$ cat src/rtl/spi_matrix_host_if.sv
// Host-side bus of the SPI matrix streaming master: command, tx/rx word
// handshakes and the four SPI pins.
interface spi_matrix_host_if #(
  parameter int WORD_W    = 32,
  parameter int MAX_WORDS = 200
);
  localparam int CW = $clog2(MAX_WORDS) + 1;

  logic              start;
  logic [CW-1:0]     word_count;
  logic [WORD_W-1:0] tx_data;
  logic              tx_valid;
  logic              tx_ready;
  logic [WORD_W-1:0] rx_data;
  logic              rx_valid;
  logic              busy;
  logic              done;
  logic              sclk;
  logic              mosi;
  logic              cs_n;
  logic              miso;

  modport master (
    input  start, word_count, tx_data, tx_valid, miso,
    output tx_ready, rx_data, rx_valid, busy, done, sclk, mosi, cs_n
  );

  modport slave (
    output start, word_count, tx_data, tx_valid, miso,
    input  tx_ready, rx_data, rx_valid, busy, done, sclk, mosi, cs_n
  );
endinterface

$ cat src/rtl/spi_matrix_host.sv
// SPI mode-0 master: one start gives one cs_n frame of word_count full-duplex
// WORD_W-bit words, MSB first, sclk half-period of CLK_DIV clk cycles.
//
// state | meaning
// IDLE  | cs_n high, waiting for start
// LOAD  | cs_n low, sclk idle, tx_ready high until a word is taken
// SHIFT | clocking one word out on mosi / in from miso
// TAIL  | cs_n held low CLK_DIV cycles after the last sclk fall
module spi_matrix_host #(
  parameter int CLK_DIV   = 4,
  parameter int WORD_W    = 32,
  parameter int MAX_WORDS = 200
) (
  input  logic              clk,
  input  logic              rst,
  spi_matrix_host_if.master bus
);
  localparam int CW = $clog2(MAX_WORDS) + 1;
  localparam int DW = $clog2(CLK_DIV);
  localparam int BW = $clog2(WORD_W);
  localparam logic [DW-1:0] DIV_LAST = DW'(CLK_DIV - 1);
  localparam logic [BW-1:0] BIT_LAST = BW'(WORD_W - 1);
  localparam logic [CW-1:0] MAX_CNT  = CW'(MAX_WORDS);

  typedef enum logic [1:0] {IDLE, LOAD, SHIFT, TAIL} state_t;

  state_t            state_q, state_d;
  logic [WORD_W-2:0] tx_sr_q, tx_sr_d;
  logic [WORD_W-2:0] rx_sr_q, rx_sr_d;
  logic [WORD_W-1:0] rx_data_q, rx_data_d;
  logic [DW-1:0]     div_q, div_d;
  logic [BW-1:0]     bit_q, bit_d;
  logic [CW-1:0]     words_q, words_d;
  logic [CW-1:0]     count_q, count_d;
  logic              sclk_q, sclk_d;
  logic              mosi_q, mosi_d;
  logic              cs_n_q, cs_n_d;
  logic              tx_ready_q, tx_ready_d;
  logic              rx_valid_q, rx_valid_d;
  logic              done_q, done_d;
  logic              busy_q, busy_d;

  always_comb begin
    state_d    = state_q;
    tx_sr_d    = tx_sr_q;
    rx_sr_d    = rx_sr_q;
    rx_data_d  = rx_data_q;
    div_d      = div_q;
    bit_d      = bit_q;
    words_d    = words_q;
    count_d    = count_q;
    sclk_d     = sclk_q;
    mosi_d     = mosi_q;
    cs_n_d     = cs_n_q;
    tx_ready_d = tx_ready_q;
    busy_d     = busy_q;
    rx_valid_d = 1'b0;
    done_d     = 1'b0;
    case (state_q)
      IDLE: begin
        mosi_d = 1'b0;
        cs_n_d = 1'b1;
        if (bus.start) begin
          if (bus.word_count != '0) begin
            // Oversized counts saturate so the frame still terminates.
            count_d    = (bus.word_count > MAX_CNT) ? MAX_CNT : bus.word_count;
            words_d    = '0;
            cs_n_d     = 1'b0;
            busy_d     = 1'b1;
            tx_ready_d = 1'b1;
            state_d    = LOAD;
          end else begin
            done_d = 1'b1;
          end
        end
      end
      LOAD: begin
        if (bus.tx_valid && tx_ready_q) begin
          mosi_d     = bus.tx_data[WORD_W-1];
          tx_sr_d    = bus.tx_data[WORD_W-2:0];
          tx_ready_d = 1'b0;
          div_d      = '0;
          bit_d      = '0;
          state_d    = SHIFT;
        end
      end
      SHIFT: begin
        if (div_q == DIV_LAST) begin
          div_d = '0;
          if (!sclk_q) begin
            sclk_d  = 1'b1;
            rx_sr_d = {rx_sr_q[WORD_W-3:0], bus.miso};
            if (bit_q == BIT_LAST) begin
              rx_data_d  = {rx_sr_q, bus.miso};
              rx_valid_d = 1'b1;
            end
          end else begin
            sclk_d  = 1'b0;
            mosi_d  = tx_sr_q[WORD_W-2];
            tx_sr_d = {tx_sr_q[WORD_W-3:0], 1'b0};
            bit_d   = bit_q + BW'(1);
            if (bit_q == BIT_LAST) begin
              words_d = words_q + CW'(1);
              if (words_q + CW'(1) >= count_q) begin
                state_d = TAIL;
              end else begin
                tx_ready_d = 1'b1;
                state_d    = LOAD;
              end
            end
          end
        end else begin
          div_d = div_q + DW'(1);
        end
      end
      TAIL: begin
        if (div_q == DIV_LAST) begin
          div_d   = '0;
          cs_n_d  = 1'b1;
          mosi_d  = 1'b0;
          busy_d  = 1'b0;
          done_d  = 1'b1;
          state_d = IDLE;
        end else begin
          div_d = div_q + DW'(1);
        end
      end
      default: state_d = IDLE;
    endcase
  end

  always_ff @(posedge clk) begin
    if (rst) begin
      state_q    <= IDLE;
      tx_sr_q    <= '0;
      rx_sr_q    <= '0;
      rx_data_q  <= '0;
      div_q      <= '0;
      bit_q      <= '0;
      words_q    <= '0;
      count_q    <= '0;
      sclk_q     <= 1'b0;
      mosi_q     <= 1'b0;
      cs_n_q     <= 1'b1;
      tx_ready_q <= 1'b0;
      rx_valid_q <= 1'b0;
      done_q     <= 1'b0;
      busy_q     <= 1'b0;
    end else begin
      state_q    <= state_d;
      tx_sr_q    <= tx_sr_d;
      rx_sr_q    <= rx_sr_d;
      rx_data_q  <= rx_data_d;
      div_q      <= div_d;
      bit_q      <= bit_d;
      words_q    <= words_d;
      count_q    <= count_d;
      sclk_q     <= sclk_d;
      mosi_q     <= mosi_d;
      cs_n_q     <= cs_n_d;
      tx_ready_q <= tx_ready_d;
      rx_valid_q <= rx_valid_d;
      done_q     <= done_d;
      busy_q     <= busy_d;
    end
  end

  assign bus.sclk     = sclk_q;
  assign bus.mosi     = mosi_q;
  assign bus.cs_n     = cs_n_q;
  assign bus.tx_ready = tx_ready_q;
  assign bus.rx_data  = rx_data_q;
  assign bus.rx_valid = rx_valid_q;
  assign bus.busy     = busy_q;
  assign bus.done     = done_q;
endmodule

$ cat src/flat_wrapper.sv
// flat-port wrapper written by rule: the top's interface ports become plain ports
module spi_matrix_host_flat 
#(
  parameter int CLK_DIV   = 4,
  parameter int WORD_W    = 32,
  parameter int MAX_WORDS = 200
)
  (clk, rst, bus_start, bus_word_count, bus_tx_data, bus_tx_valid, bus_miso, bus_tx_ready, bus_rx_data, bus_rx_valid, bus_busy, bus_done, bus_sclk, bus_mosi, bus_cs_n);
  spi_matrix_host_if #(.WORD_W(WORD_W), .MAX_WORDS(MAX_WORDS)) bus_i ();
  input  logic clk;
  input  logic rst;
  input wire logic [$bits(bus_i.start)-1:0] bus_start;
  input wire logic [$bits(bus_i.word_count)-1:0] bus_word_count;
  input wire logic [$bits(bus_i.tx_data)-1:0] bus_tx_data;
  input wire logic [$bits(bus_i.tx_valid)-1:0] bus_tx_valid;
  input wire logic [$bits(bus_i.miso)-1:0] bus_miso;
  output wire logic [$bits(bus_i.tx_ready)-1:0] bus_tx_ready;
  output wire logic [$bits(bus_i.rx_data)-1:0] bus_rx_data;
  output wire logic [$bits(bus_i.rx_valid)-1:0] bus_rx_valid;
  output wire logic [$bits(bus_i.busy)-1:0] bus_busy;
  output wire logic [$bits(bus_i.done)-1:0] bus_done;
  output wire logic [$bits(bus_i.sclk)-1:0] bus_sclk;
  output wire logic [$bits(bus_i.mosi)-1:0] bus_mosi;
  output wire logic [$bits(bus_i.cs_n)-1:0] bus_cs_n;
  assign bus_i.start = bus_start;
  assign bus_i.word_count = bus_word_count;
  assign bus_i.tx_data = bus_tx_data;
  assign bus_i.tx_valid = bus_tx_valid;
  assign bus_i.miso = bus_miso;
  assign bus_tx_ready = bus_i.tx_ready;
  assign bus_rx_data = bus_i.rx_data;
  assign bus_rx_valid = bus_i.rx_valid;
  assign bus_busy = bus_i.busy;
  assign bus_done = bus_i.done;
  assign bus_sclk = bus_i.sclk;
  assign bus_mosi = bus_i.mosi;
  assign bus_cs_n = bus_i.cs_n;
  spi_matrix_host #(.CLK_DIV(CLK_DIV), .WORD_W(WORD_W), .MAX_WORDS(MAX_WORDS)) u_core (.clk(clk), .rst(rst), .bus(bus_i));
endmodule
$ cat config.mk
export PLATFORM = sky130hd
export DESIGN_NAME = spi_matrix_host_flat
export DESIGN_NICKNAME = d
export VERILOG_FILES = /design/src/rtl/spi_matrix_host_if.sv /design/src/rtl/spi_matrix_host.sv /design/src/flat_wrapper.sv
export SDC_FILE = /design/constraint.sdc
export NUM_CORES = 1
export LEC_CHECK = 0
export ABC_AREA = 1
export ABC_CLOCK_PERIOD_IN_PS = 3700
export CORE_ASPECT_RATIO = 2
export CORE_MARGIN = 4
export CORE_UTILIZATION = 45
export CTS_CLUSTER_DIAMETER = 60
export CTS_CLUSTER_SIZE = 12
export DETAILED_ROUTE_END_ITERATION = 8
export DONT_BUFFER_PORTS = 1
export GPL_TIMING_DRIVEN = 0
export SETUP_SLACK_MARGIN = 0.4
export SLEW_MARGIN = 20
export SYNTH_ARGS = -nofsm -noshare
export SYNTH_HDL_FRONTEND = slang
export SYNTH_SLANG_ARGS = --single-unit
$ cat constraint.sdc
create_clock -name clk -period 3.7 [get_ports clk]
set_input_delay 1.11 -clock clk [delete_from_list [all_inputs] [get_ports clk]]
set_output_delay 1.11 -clock clk [all_outputs]
set_load 0.05 [all_outputs]
=== Word-level counts from Yosys, hierarchy flattened ===
Index checks and enable logic that the tools add are counted.

* $mul: 0
* Muxes and demuxes: 50
* $add $sub $neg: 3
* Bitwise gates (word level): 3
* Div/mod/pow operators: 0
* Shift operators: 0
* Eq/ne operators: 13
* $lt $le $gt $ge: 2
* Reduce and logical (&&, ||, !) cells: 22

{| class="wikitable"
|+ Operators with widths
! kind !! count
|-
| 2-to-1 mux 31 bit || 3
|-
| case mux 31 bit (2 select lines) || 1
|-
| 2-to-1 mux 9 bit || 6
|-
| 2-to-1 mux 2 bit || 10
|-
| 2-to-1 mux 1 bit || 18
|-
| case mux 9 bit (2 select lines) || 1
|-
| AND reduction 4 bit || 4
|-
| 2-to-1 mux 5 bit || 3
|-
| != test 2 x 1 -> 1 bit, second input constant || 6
|-
| case mux 5 bit (2 select lines) || 1
|-
| adder 9 x 1 -> 9 bit, second input constant || 1
|-
| >= comparator 9 bit || 1
|-
| greater-than comparator 9 x 8 -> 1 bit, second input constant || 1
|-
| nonzero test 9 bit || 1
|-
| case mux 2 bit (4 select lines) || 1
|-
| AND reduction 8 bit || 1
|-
| nonzero test 2 bit || 4
|-
| AND reduction 7 bit || 1
|-
| equality test 2 bit, second input constant || 3
|-
| case mux 1 bit (2 select lines) || 3
|-
| AND reduction 2 bit || 3
|-
| AND reduction 3 bit || 2
|-
| AND reduction 6 bit || 1
|-
| adder 5 x 1 -> 5 bit, second input constant || 1
|-
| other kinds (13) || 16
|}

* Bits in latches: 0
* Output and inout bits: 39
* Memory bits (read-only): 0
* Memories kept: 0
* Word-level logic and storage cells: 108
* Register bits: 128
* RAM bits: 0
* Input bits: 46

=== Longest topological paths before layout ===
Gate-level depths: netlist (run 1).

* Depth after elaboration: 7
* Mapped depth: 16
* Gate-level depth less buffers: 16

=== Worst setup path after synthesis (run 1) ===
Ideal clock, no wire load.

* Kind: input -> register
* From: in bus_word_count[6]
* To: reg u_core.words_q[1]
* Required time: 3.568 ns
* Buffers on the path: 1
* Path slack: 1.590 ns
* Stages: 7
* Library setup time: 0.132 ns
* Arrival time: 1.978 ns
* Cell sequence: nor2_1 > nand3_1 > nor2_2 > o21ai_1 > buf_2 > nand3b_1 > a21oi_1

* Longest elaborated chain between the ends: 3

{| class="wikitable"
|+ RTL lines
! item !! line !! text
|-
| start: declaration || flat_wrapper.sv:13 || <nowiki>input wire logic [$bits(bus_i.word_count)-1:0] bus_word_count;</nowiki>
|-
| nonzero test 9 bit || spi_matrix_host.sv:64 || <nowiki>if (bus.word_count != '0) begin</nowiki>
|-
| != test 2 x 1 -> 1 bit (no source line) || -- ||
|-
| AND reduction 6 bit (no source line) || -- ||
|-
| end signal: assignment || spi_matrix_host.sv:156 || <nowiki>words_q <= words_d;</nowiki>
|-
| end: declaration || spi_matrix_host.sv:33 || <nowiki>logic [CW-1:0] words_q, words_d;</nowiki>
|}

Every way passes these cells.
A chain may end at the register's enable or synchronous reset.

=== Final worst setup path (run 1) ===
* From: reg u_core.words_q[0]
* To: reg u_core.tx_ready_q, in the netlist u_core.bus.tx_ready

* Longest elaborated chain between the ends: 4

{| class="wikitable"
|+ RTL lines
! item !! line !! text
|-
| adder 9 x 1 -> 9 bit || spi_matrix_host.sv:104 || <nowiki>if (words_q + CW'(1) >= count_q) begin</nowiki>
|-
| >= comparator 9 bit || spi_matrix_host.sv:104 ||
|-
| != test 2 bit (no source line) || -- ||
|-
| AND reduction 8 bit (no source line) || -- ||
|-
| end signal: assignment || spi_matrix_host.sv:161 || <nowiki>tx_ready_q <= tx_ready_d;</nowiki>
|-
| end: declaration || spi_matrix_host.sv:38 || <nowiki>logic tx_ready_q, tx_ready_d;</nowiki>
|}

Every way passes these cells.

==> results, run 1 <==
- After legalization and detailed placement, the total HPWL measured 9920 um.
- The area of the core is between 10000 and 15000 um^2.
- Ranked by total cell area, the synthesized netlist is headed by sky130_fd_sc_hd__dfxtp_1 46%, sky130_fd_sc_hd__nand2_1 14%, sky130_fd_sc_hd__nor2_1 6.5%, sky130_fd_sc_hd__o21ai_0 6.4%, sky130_fd_sc_hd__nand3_1 5.3%.
- Counting flops with a built-in enable in the synthesized netlist gives 0.
- The share of the cycle needed by the critical path after routing is 62.6%.
- The post-route netlist has under 10% of its cells at a drive strength greater than 1.
- After floorplanning, the core was divided into 57 placement rows.
- The number of antenna violations at the first check in global routing came to 0.
- The clock net sink count is 128.
- At the pin with the least slew margin, the transition time is roughly 650 ps.
- Setup slack on the critical path of the routed design comes to 1380 ps.
- The cell with the most instances after synthesis is sky130_fd_sc_hd__nand2_1.
- Clock tree synthesis selected as its root buffer the cell sky130_fd_sc_hd__clkbuf_16.
- The total negative setup slack is 0 ps.
- The startpoint class of the critical path is a flip-flop.
- The layout overhead on the synthesized area is 13.5%.
- Across the VDD grid, the largest voltage drop is 0.613 mV.
- The number of antenna cells inserted is 0.
- The die boundary width is 86.4 um.
- The number of port buffers is 0.
- Clock skew on the completed layout was measured at approximately 8.8 ps.
- The signal arrival time at the worst endpoint is 2620 ps.
- The number of nets produced by synthesis is ~800.
- Dividing the detail-routed wire length by the instance count gives approximately 14 um.
- For this run, design rule violations remaining after detail routing come to 0.
- After the first detailed-routing iteration, the DRC count stood at 153.
- Buffers inserted during clock tree synthesis total 17.
- Buffers inserted to repair hold after CTS numbered 0.
- For the worst setup path, the data required time is roughly 4000 ps.
- The area share of the largest cell type after synthesis is between 40% and 50%.
- The highest fanout seen on the critical path is 5.
- The mean instance size in the synthesized netlist is approximately 7.3 um^2.
- Gates resized during post-CTS repair numbered 0.
- The aggregate global-route resource usage is between 10% and 20%.
- The endpoint type of the worst setup path is a flip-flop.
- The vertical die dimension is 165 um.
- The first TritonRoute pass finished after 4 iterations.
- The average via count per standard cell is 5.24.
- In this run the critical register-to-register path is launched from u_core.words_q[0].
- The end point of the most critical hold path is u_core.bus.rx_data[16].
- The number of pins exceeding their max-slew limit in the final report came to 0.
- The worst hold path stage count is 2.
- After layout, the design draws a total of 0.00447 W.
- Dividing total power by cell area gives a power density of 711 nW/um^2.
- The startpoint of the tightest hold check path is u_core.rx_sr_q[15].
- The run finished with clean final reports.
- The initial utilization of the core area, before any placement, comes to 45.7%.
- On the final layout, the worst hold slack is approximately 450 ps.
- The end of the worst register-to-register path is u_core.bus.tx_ready.
- The synthesized netlist contains 30 unique library cells.
- The Yosys step of the flow raised 0 warnings.
- In this run the tightest slew margin relative to its limit is 56.6%.
- The clock slew at the register clock pins of the worst setup and hold paths is 60 ps.
- The number of setup violations in the final report is 0.
- After synthesis the cells add up to 5540 um^2.
- The worst setup timing slack at the placement stage is 1230 ps.
- The worst min-delay path category is flip-flop to flip-flop.
- Max-cap violations in this run came to 0.
- The area enclosed by the die boundary is 14200 um^2.
- The wire length of the first global-routing pass is ~22000 um.
- The top achievable clock speed is 0.432 GHz.
- The total overflow reported by the global router is 0.
- The count of antenna-violating nets left after detailed routing is 0.
- The final-stage net count is between 800 and 900.
- The via count of the first global-routing pass came to 4942.
- The synthesized design spends more area on one cell type than any other, namely sky130_fd_sc_hd__dfxtp_1.
- Setup repair after global routing left no endpoint under its margin.
- The total length of routed wires is around 13000 um.
- The number of top-level pins is 85.
- Counting flops and latches in the post-synthesis netlist gives roughly 130.
- The post-synthesis cell count is 758.
- In the synthesized netlist the async set-or-reset flop fraction comes to 0%.
- The cell depth of the worst flop-to-flop path is 14.
- The routability congestion estimate is 0.835.
- The critical path is of the flip-flop to flip-flop type.
- The count of endpoints failing hold in the final timing report came to 0.
- The clock latency of the later-clocked register in the worst-skew pair is 410 ps.
- The buffer count from post-CTS setup fixing is 0.
- The pin count of the biggest net entering global routing is 17.
- The flip-flop cell with the highest count after synthesis is sky130_fd_sc_hd__dfxtp_1.
- The share of the Yosys chip area taken by registers is 46.3%.
- The H-tree generated during clock tree synthesis spans 4 levels.
- The routed layout has 4913 vias.
- The register-to-register setup slack is 1380 ps.
- TritonCTS built the clock tree.
- The post-layout minimum cycle time is 2320 ps.
- The maximum count of clock buffers along a single path is 2.
- In this run the static leakage power is 2.93 nW.
- In the synthesized netlist, the cells that appear most often are 201 x sky130_fd_sc_hd__nand2_1, 128 x sky130_fd_sc_hd__dfxtp_1, 96 x sky130_fd_sc_hd__nor2_1, 71 x sky130_fd_sc_hd__o21ai_0, 59 x sky130_fd_sc_hd__nand3_1.
==> where the power goes <==
part	leakage (nW)	internal [W]	switching, W	total (W)
Clock	0.275	0.000889	0.000688	0.00158
Combinational	1.61	0.000369	0.000733	0.00110
Sequential	1.04	0.00161	0.000178	0.00179
==> worst max-delay path: stages (launching register included) <==
cell and delay (ps):
sky130_fd_sc_hd__dfxtp_1 420, sky130_fd_sc_hd__ha_1 210, sky130_fd_sc_hd__nand3_1 170, sky130_fd_sc_hd__inv_1 140, sky130_fd_sc_hd__nand4_1 80, sky130_fd_sc_hd__nand2_1 110
sky130_fd_sc_hd__inv_1 50, sky130_fd_sc_hd__ha_1 280, sky130_fd_sc_hd__nand2_1 60, sky130_fd_sc_hd__nor2_1 130, sky130_fd_sc_hd__nand3_1 100, sky130_fd_sc_hd__nand3_1 90
sky130_fd_sc_hd__nand2_1 130, sky130_fd_sc_hd__a21oi_1 160, sky130_fd_sc_hd__nor2_1 60
==> worst max path at each step <==
stage	slack (ps)	start	to
after floorplan	1590	bus_word_count[6]	u_core.words_q[1]
after global routing	1160	u_core.words_q[0]	u_core.bus.tx_ready
after CTS	1370	u_core.words_q[0]	u_core.bus.tx_ready
after global placement	1270	bus_word_count[6]	u_core.words_q[5]
final	1380	u_core.words_q[0]	u_core.bus.tx_ready
after detailed placement	1230	rst	u_core.tx_sr_q[20]
==> registers in the layout (all words and copies together), names as in the netlist <==
name	flops
u_core.bus.rx_data	32
u_core.tx_sr_q	31
u_core.bus.rx_valid	1
u_core.rx_sr_q	31
u_core.bus.tx_ready	1
u_core.words_q	9
u_core.div_q	2
u_core.bus.mosi	1
u_core.bit_q	5
u_core.count_q	9
u_core.state_q	2
u_core.bus.cs_n	1
u_core.bus.sclk	1
u_core.bus.done	1
u_core.bus.busy	1
==> per-stage QoR <==
step           instance area, um^2  instances  utilization, %
6_report                      6280        937            51.8
2_1_floorplan                 5540        758               -
4_1_cts                       6280        937            51.8
3_5_place_dp                  5720        905            47.2
5_1_grt                       6280        937            51.8
3_3_place_gp                  5720        905            47.2
==> per-layer routing <==
metal  track usage [%]  up-vias  wire length, um
met1              18.6     2278             4850
met4              6.74        0              203
li1                  -     2518                -
met2              37.3       99             7220
met5                 0        -                0
met3              5.94       18              704
==> final cells by class <==
type | instances | area, um^2
Fill cell | 1244 | 5840
Tap cell | 147 | 184
Inverter | 47 | 176
Multi-Input combinational cell | 538 | 2580
Clock inverter | 15 | 140
Sequential cell | 128 | 2560
Clock buffer | 17 | 425
Buffer | 45 | 220
==> cell usage in the layout, fill, tap and decap left out, drive strengths merged, types with 3 or more instances in the layout <==
master and instances:
a31oi 30, buf 27, clkbuf 35, dfxtp 128
and3 3, clkinv 3, nand4 8, o21ai 75
xor2 4, a21oi 26, ha 17, nand3 60
nor3 6, nand2 202, inv 57, nor2 101
==> cells by family after synthesis <==
family,count (synthesis),share of synthesized area (%)
buffers and inverters,92,7.17
AO/OA/AOI/OAI,133,12.8
XOR/XNOR,4,0.633
flip-flops,128,46.3
adder cells (fa/ha/maj),17,3.84
AND/OR/NAND/NOR,384,29.3
Note: power is estimated with default switching activity, not from simulation.
==> run 2: changes to the inputs <==
--- a/config.mk
+++ b/config.mk
@@ -6,7 +6,7 @@
 export NUM_CORES = 1
 export LEC_CHECK = 0
 export ABC_AREA = 1
-export ABC_CLOCK_PERIOD_IN_PS = 3700
+export ABC_CLOCK_PERIOD_IN_PS = 2350
 export CORE_ASPECT_RATIO = 2
 export CORE_MARGIN = 4
 export CORE_UTILIZATION = 45
==> constraint.sdc (replaced) <==
create_clock -name clk -period 2.35 [get_ports clk]
set_input_delay 0.705 -clock clk [delete_from_list [all_inputs] [get_ports clk]]
set_output_delay 0.705 -clock clk [all_outputs]
set_load 0.05 [all_outputs]
==> results, run 2 (same netlist as run 1, synthesis figures left out) <==
- The highest fanout seen on the critical path was 5 (unchanged).
- The layout filler cell count is 1195 (-3.9%).
- The number of cell rows was 57 (unchanged).
- Setup repair after global routing could not meet its margin everywhere.
- The proportion of layout cells with a drive suffix above 1 came to 12.8% (+4.6 points).
- The peak-usage layer in the global routing report is met2.
- The endpoint type of the worst setup path is a flip-flop.
- The root buffer cell is sky130_fd_sc_hd__clkbuf_16.
- The number of top-level pins came to 85 (unchanged).
- The total negative setup slack is 0 ps (unchanged).
- The number of flip-flops under the largest register name came to 32 (unchanged).
- The number of optimization iterations in the first detailed-route pass came to 4 (unchanged).
- The total length of routed wires is 13300 um (+2.1%).
- The share of the core filled with cells in the final layout came to 53.4% (+1.6 points).
- The instance count after placement with tap cells included is 905 (unchanged).
- The total via count after detailed routing is 4975 (+1.3%).
- The via count of the first global-routing pass is 4956 (+0.28%).
- The final-stage net count is 845 (+0.60%).
- The measured slew at the worst slew-check pin came to 553 ps (-97.8 ps).
- The number of setup violations in the final report was 0 (unchanged).
- The layout overhead on the synthesized area is 17.1%.
- The count of endpoints failing hold in the final timing report was 0 (unchanged).
- The number of antenna violations at the first check in global routing came to 0 (unchanged).
- The most common cell after layout, fill and taps aside is sky130_fd_sc_hd__nand2_1.
- The aggregate global-route resource usage is 19.4% (+0.096 points).
- The hold buffer count at cts is 0 (unchanged).
- The wire length of the first global-routing pass is 22100 um (+0.41%).
- The final hold slack was 416 ps (-38.5 ps).
- The area enclosed by the die boundary was 14200 um^2 (unchanged).
- The signal arrival time at the worst endpoint came to 2340 ps (-280 ps).
- The effective utilization at floorplan is 45.7% (unchanged).
- The per-cell routed wire length was 14.1 um (+1.6%).
- The area occupied by registers came to 2580 um^2 (+0.54%).
- The worst slew slack as a fraction of its limit came to 63.1% (+6.5 points).
- The count of antenna-violating nets left after detailed routing is 0 (unchanged).
- TritonCTS built the clock tree.
- The area of the core is 12100 um^2 (unchanged).
- The maximum vdd drop is 0.963 mV (+57%).
- The worst min-delay path category is input pin to flip-flop.
- STA classifies the critical path startpoint as a flip-flop.
- The average via count per standard cell is 5.28 (+0.72%).
- The met3 demand-to-capacity share in global routing is 5.64% (-0.30 points).
- The post-detailed-route DRC marker count was 0 (unchanged).
- The top achievable clock speed is 0.502 GHz (+16%).
- The number of design-rule violations left by the first detailed-router iteration is 138 (-9.8%).
- The routing usage on met2 is 37.4% (+0.10 points).
- Leaving out fill and tap cells, the most frequent cells in the layout are 193 x sky130_fd_sc_hd__nand2_1, 121 x sky130_fd_sc_hd__dfxtp_1, 95 x sky130_fd_sc_hd__nor2_1, 71 x sky130_fd_sc_hd__o21ai_0, 56 x sky130_fd_sc_hd__nand3_1.
- The routability congestion estimate is 0.835 (unchanged).
- The die boundary width is 86.4 um (unchanged).
- The pin count of the biggest net entering global routing is 17 (unchanged).
- The number of antenna cells inserted is 0 (unchanged).
- The vertical die dimension came to 165 um (unchanged).
- The clock net sink count was 128 (unchanged).
- The share of the cycle needed by the critical path after routing is 84.7% (+22 points).
- The maximum count of clock buffers along a single path is 2 (unchanged).
- The number of port buffers is 0 (unchanged).
- The area of placed instances is 5720 um^2 (unchanged).
- The required time at the worst-slack endpoint is 2700 ps (-1310 ps).
- The number of buffers created by CTS came to 17 (unchanged).
- The clock slew at the register clock pins of the worst setup and hold paths is 60 ps (about the same).
- The number of standard cells in the final layout excluding fillers is 942 (+0.53%).
- The count of maximum capacitance violations is 0 (unchanged).
- The post-layout minimum cycle time came to 1990 ps (-326 ps).
- The clock latency of the later-clocked register in the worst-skew pair is 410 ps (about the same).
- The placed wire-length estimate is 9920 um (unchanged).
- The static leakage is 2.96 nW (+1.2%).
- The number of pins exceeding their max-slew limit in the final report is 0 (unchanged).
- The power per cell area is 1110 nW/um^2 (+56%).
- The category of the critical setup timing path is flip-flop to flip-flop.
- The total overflow reported by the global router is 0 (unchanged).
- The flow ran to the end, and the final reports show no timing, DRC or antenna violations.
- The multi-input logic area is 2700 um^2 (+4.8%).
- The met1 demand-to-capacity share in global routing is 18.7% (+0.17 points).
- The worst clock skew on the final layout is 6.00 ps (-2.79 ps).
- The design area is 6480 um^2 (+3.1%).
- The depth of the CTS H-tree is 4 (unchanged).
run 2: cell type report:
class | instances | area share, %
tap | 147 | 2.84
buffer | 45 | 3.82
clock inverter | 15 | 2.16
inverter | 47 | 2.72
timing repair buffer | 4 | 0.463
clock buffer | 17 | 6.56
sequential | 128 | 39.8
multi-input combinational | 539 | 41.7
run 2: where the power goes:
part           internal [W]  total [W]  switching [W]
sequential          0.00254    0.00282       0.000284
combinational      0.000667    0.00189        0.00123
clock               0.00140    0.00248        0.00109
total               0.00460    0.00720        0.00260
run 2: critical path: stages, from the launching register on:
cell and delay, ps:
sky130_fd_sc_hd__dfxtp_4 380, sky130_fd_sc_hd__ha_4 160, sky130_fd_sc_hd__nand3_4 110, sky130_fd_sc_hd__inv_2 80, sky130_fd_sc_hd__nand4_1 100, sky130_fd_sc_hd__nand2_2 100
sky130_fd_sc_hd__inv_2 50, sky130_fd_sc_hd__ha_4 260, sky130_fd_sc_hd__nand2_2 50, sky130_fd_sc_hd__nor2_2 100, sky130_fd_sc_hd__nand3_1 100, sky130_fd_sc_hd__nand3_1 100
sky130_fd_sc_hd__nand2_2 100, sky130_fd_sc_hd__nand3_2 80, sky130_fd_sc_hd__nand2_1 50, sky130_fd_sc_hd__nor2_1 100
run 2: worst paths after layout:
path                            from                endpoint  slack [ps]  cells past startpoint
setup / recovery   u_core.words_q[0]     u_core.bus.tx_ready         360                     15
hold / removal              bus_miso   u_core.bus.rx_data[0]         420                      2
setup reg to reg   u_core.words_q[0]     u_core.bus.tx_ready         360                     15
hold reg to reg   u_core.rx_sr_q[15]  u_core.bus.rx_data[16]         450                      2
run 2: metal layers:
| layer | share of wire (%) | wire (um) |
|---|---|---|
| met1 | 37 | 4870 |
| met2 | 56 | 7410 |
| met3 | 5.3 | 707 |
| met4 | 2.0 | 261 |
| met5 | 0 | 0 |
run 2: timing repair:
item / CTS / global route
resized for setup: 22 / 28
setup buffers: 2 / 2
gates cloned: 0 / 1
setup endpoints to repair: 42 / 70
pin swaps: 7 / 10
run 2: stage by stage:
stage	worst slack, ps	total power, W
2_1_floorplan	442	0.00414
4_1_cts	362	0.00714
3_3_place_gp	97.1	0.00457
3_5_place_dp	26.2	0.00461
5_1_grt	236	0.00766
6_report	359	0.00720
==> run 3: changes to the inputs <==
--- a/config.mk
+++ b/config.mk
@@ -6,7 +6,7 @@
 export NUM_CORES = 1
 export LEC_CHECK = 0
 export ABC_AREA = 1
-export ABC_CLOCK_PERIOD_IN_PS = 2350
+export ABC_CLOCK_PERIOD_IN_PS = 1800
 export CORE_ASPECT_RATIO = 2
 export CORE_MARGIN = 4
 export CORE_UTILIZATION = 45
==> constraint.sdc (replaced) <==
create_clock -name clk -period 1.8 [get_ports clk]
set_input_delay 0.54 -clock clk [delete_from_list [all_inputs] [get_ports clk]]
set_output_delay 0.54 -clock clk [all_outputs]
set_load 0.05 [all_outputs]
==> results, run 3 (same netlist as run 1, synthesis figures left out) <==
- The count of antenna-violating nets left after detailed routing is 0 (unchanged).
- The worst setup path is of the flip-flop to flip-flop kind.
- The flow ran to the end, but the final reports show violations.
- The sequential fraction of design power is 30.6% (-8.6 points).
- The number of optimization iterations in the first detailed-route pass is 7 (+3).
- The top cell types in the final layout, fill and taps aside, are 143 x sky130_fd_sc_hd__nand2_1, 89 x sky130_fd_sc_hd__nor2_1, 78 x sky130_fd_sc_hd__dfxtp_1, 46 x sky130_fd_sc_hd__o21ai_2.
- The number of standard cells in the final layout excluding fillers came to 991 (+5.2%).
- The total via count after detailed routing is 5384 (+8.2%).
- The pin count of the biggest net entering global routing is 17 (unchanged).
- The number of top-level pins is 85 (unchanged).
- The proportion of layout cells with a drive suffix above 1 is 43.5% (+31 points).
- The switching share of power was 37.8% (+1.8 points).
- The aggregate global-route resource usage is 21.9% (+2.5 points).
- STA classifies the critical path startpoint as a flip-flop.
- The number of port buffers came to 0 (unchanged).
- The final hold slack is 225 ps (-190 ps).
- The highest fanout seen on the critical path came to 8 (+3).
- The number of setup violations in the final report is 2 (+2).
- The post-layout minimum cycle time came to 2030 ps (+40.5 ps).
- The internal cell power is 0.00763 W (+66%).
- Setup repair after global routing could not meet its margin everywhere.
- The TritonCTS clock tree is done.
- The share of the cycle needed by the critical path after routing came to 113% (+28 points).
- The worst setup timing slack at the placement stage is -312 ps (-338 ps).
- The static leakage is 3.56 nW (+20%).
- The clock slew at the register clock pins of the worst setup and hold paths is 60 ps (about the same).
- The total overflow reported by the global router is 0 (unchanged).
- The final reports fail on negative setup slack.
- The number of antenna cells inserted was 0 (unchanged).
- The number of pins exceeding their max-slew limit in the final report is 0 (unchanged).
- The number of buffers created by CTS is 17 (unchanged).
- The top achievable clock speed was 0.492 GHz (-2.0%).
- The power per cell area was 1500 nW/um^2 (+35%).
- The average via count per standard cell came to 5.43 (+2.9%).
- The number of cell rows is 57 (unchanged).
- The signal arrival time at the worst endpoint is 2340 ps (about the same).
- The maximum vdd drop is 1.28 mV (+33%).
- The maximum count of clock buffers along a single path came to 2 (unchanged).
- The proportion of power drawn by the clock network is 26.9% (-7.6 points).
- The path class of the tightest hold or removal check is input pin to flip-flop.
- The die boundary width was 86.4 um (unchanged).
- The worst clock skew on the final layout is 8.50 ps (+2.50 ps).
- The per-cell routed wire length is 16.6 um (+18%).
- The instance count after placement with tap cells included is 905 (unchanged).
- The area enclosed by the die boundary is 14200 um^2 (unchanged).
- The routability congestion estimate came to 0.857 (+2.6%).
- The clock net sink count is 128 (unchanged).
- The number of flip-flops under the largest register name is 32 (unchanged).
- The worst slew slack as a fraction of its limit is 56.1% (-7.0 points).
- Relative to the synthesized area, the layout overhead comes to 47.6%.
- The measured slew at the worst slew-check pin came to 658 ps (+106 ps).
- The post-detailed-route DRC marker count was 0 (unchanged).
- The switching power is 0.00465 W (+79%).
- The number of antenna violations at the first check in global routing came to 0 (unchanged).
- The cell sitting at the root of the clock tree is a sky130_fd_sc_hd__clkbuf_16.
- The smallest setup slack after layout is -231 ps (-590 ps).
- The clock latency of the later-clocked register in the worst-skew pair is 420 ps (about the same).
- The total length of routed wires was 16500 um (+24%).
- The vertical die dimension was 165 um (unchanged).
- The via count of the first global-routing pass is 5278 (+6.5%).
- The post-layout total power is 0.0123 W (+71%).
- The hold buffer count at cts was 0 (unchanged).
- The depth of the CTS H-tree is 4 (unchanged).
- The area of the core is 12100 um^2 (unchanged).
- The number of design-rule violations left by the first detailed-router iteration is 146 (+5.8%).
- The required time at the worst-slack endpoint was 2110 ps (-590 ps).
- The wire length of the first global-routing pass is 24600 um (+11%).
- The final-stage net count is 894 (+5.8%).
- The most common cell after layout, fill and taps aside is sky130_fd_sc_hd__nand2_1.
- The fraction of power consumed by combinational cells is 42.5% (+16 points).
- The count of endpoints failing hold in the final timing report came to 0 (unchanged).
- The count of maximum capacitance violations was 0 (unchanged).
- The placed wire-length estimate is 10200 um (+2.7%).
- The share of the core filled with cells in the final layout is 67.4% (+14 points).
- STA classifies the critical path endpoint as a flip-flop.
- The effective utilization at floorplan is 45.7% (unchanged).
[run 3: final cells by class]
type,instances,area [um^2]
Buffer,45,390
Clock buffer,17,425
Clock inverter,15,139
Fill cell,974,3960
Inverter,47,206
Multi-Input combinational cell,539,3510
Sequential cell,128,2740
Tap cell,147,184
Timing Repair Buffer,53,578
[run 3: final timing paths]
path                      startpoint                    end  slack [ps]  cells after the start
setup / recovery   u_core.words_q[4]      u_core.state_q[1]        -230                     16
hold / removal              bus_miso  u_core.bus.rx_data[0]         230                      2
setup reg to reg   u_core.words_q[4]      u_core.state_q[1]        -230                     16
hold reg to reg   u_core.tx_sr_q[12]     u_core.tx_sr_q[13]         470                      2
[run 3: power by group through the flow]
stage	Clock [W]	Combinational (W)	Sequential [W]
detailed placement	0	0.00247	0.00376
global placement	0	0.00240	0.00375
finish	0.00330	0.00522	0.00376
floorplan	0	0.00190	0.00368
global route	0.00347	0.00555	0.00381
CTS	0.00336	0.00381	0.00373
[run 3: metrics by stage]
| step | cell area [um^2] | setup TNS [ps] |
|---|---|---|
| 3_3_place_gp | 5880 | -505 |
| 3_5_place_dp | 5880 | -611 |
| 4_1_cts | 7320 | -318 |
| 2_1_floorplan | 5700 | 0 |
| 6_report | 8170 | -436 |
| 5_1_grt | 8170 | -661 |
[run 3: metal layers]
layer / part of all wire, % / global-route usage, % / vias to the layer above
met3: 4.6 / 5.29 / 45
met1: 33 / 20.2 / 2568
li1: - / - / 2642
met2: 58 / 43.3 / 129
met4: 3.5 / 9.72 / 0
met5: 0 / 0 / -
[run 3: worst max-delay path, stage by stage (launching register included)]
cell and delay, ps:
sky130_fd_sc_hd__dfxtp_1 320, sky130_fd_sc_hd__buf_6 130, sky130_fd_sc_hd__nand2_1 50, sky130_fd_sc_hd__inv_1 80, sky130_fd_sc_hd__nand2_1 50, sky130_fd_sc_hd__o21bai_1 150, sky130_fd_sc_hd__nand2_1 120, sky130_fd_sc_hd__inv_2 80
sky130_fd_sc_hd__ha_1 250, sky130_fd_sc_hd__nand2_4 90, sky130_fd_sc_hd__inv_1 50, sky130_fd_sc_hd__a21oi_2 140, sky130_fd_sc_hd__nand3_2 110, sky130_fd_sc_hd__nand2_4 110, sky130_fd_sc_hd__inv_1 50, sky130_fd_sc_hd__nor2_1 90
sky130_fd_sc_hd__nor2_1 50
[run 3: repair_timing]
action,4_1_cts,5_1_grt
gates resized for setup,234,212
pin swaps,31,63
cloned,10,6
endpoints found under the hold margin,0,0
setup buffers,25,13
setup endpoints to repair,164,162
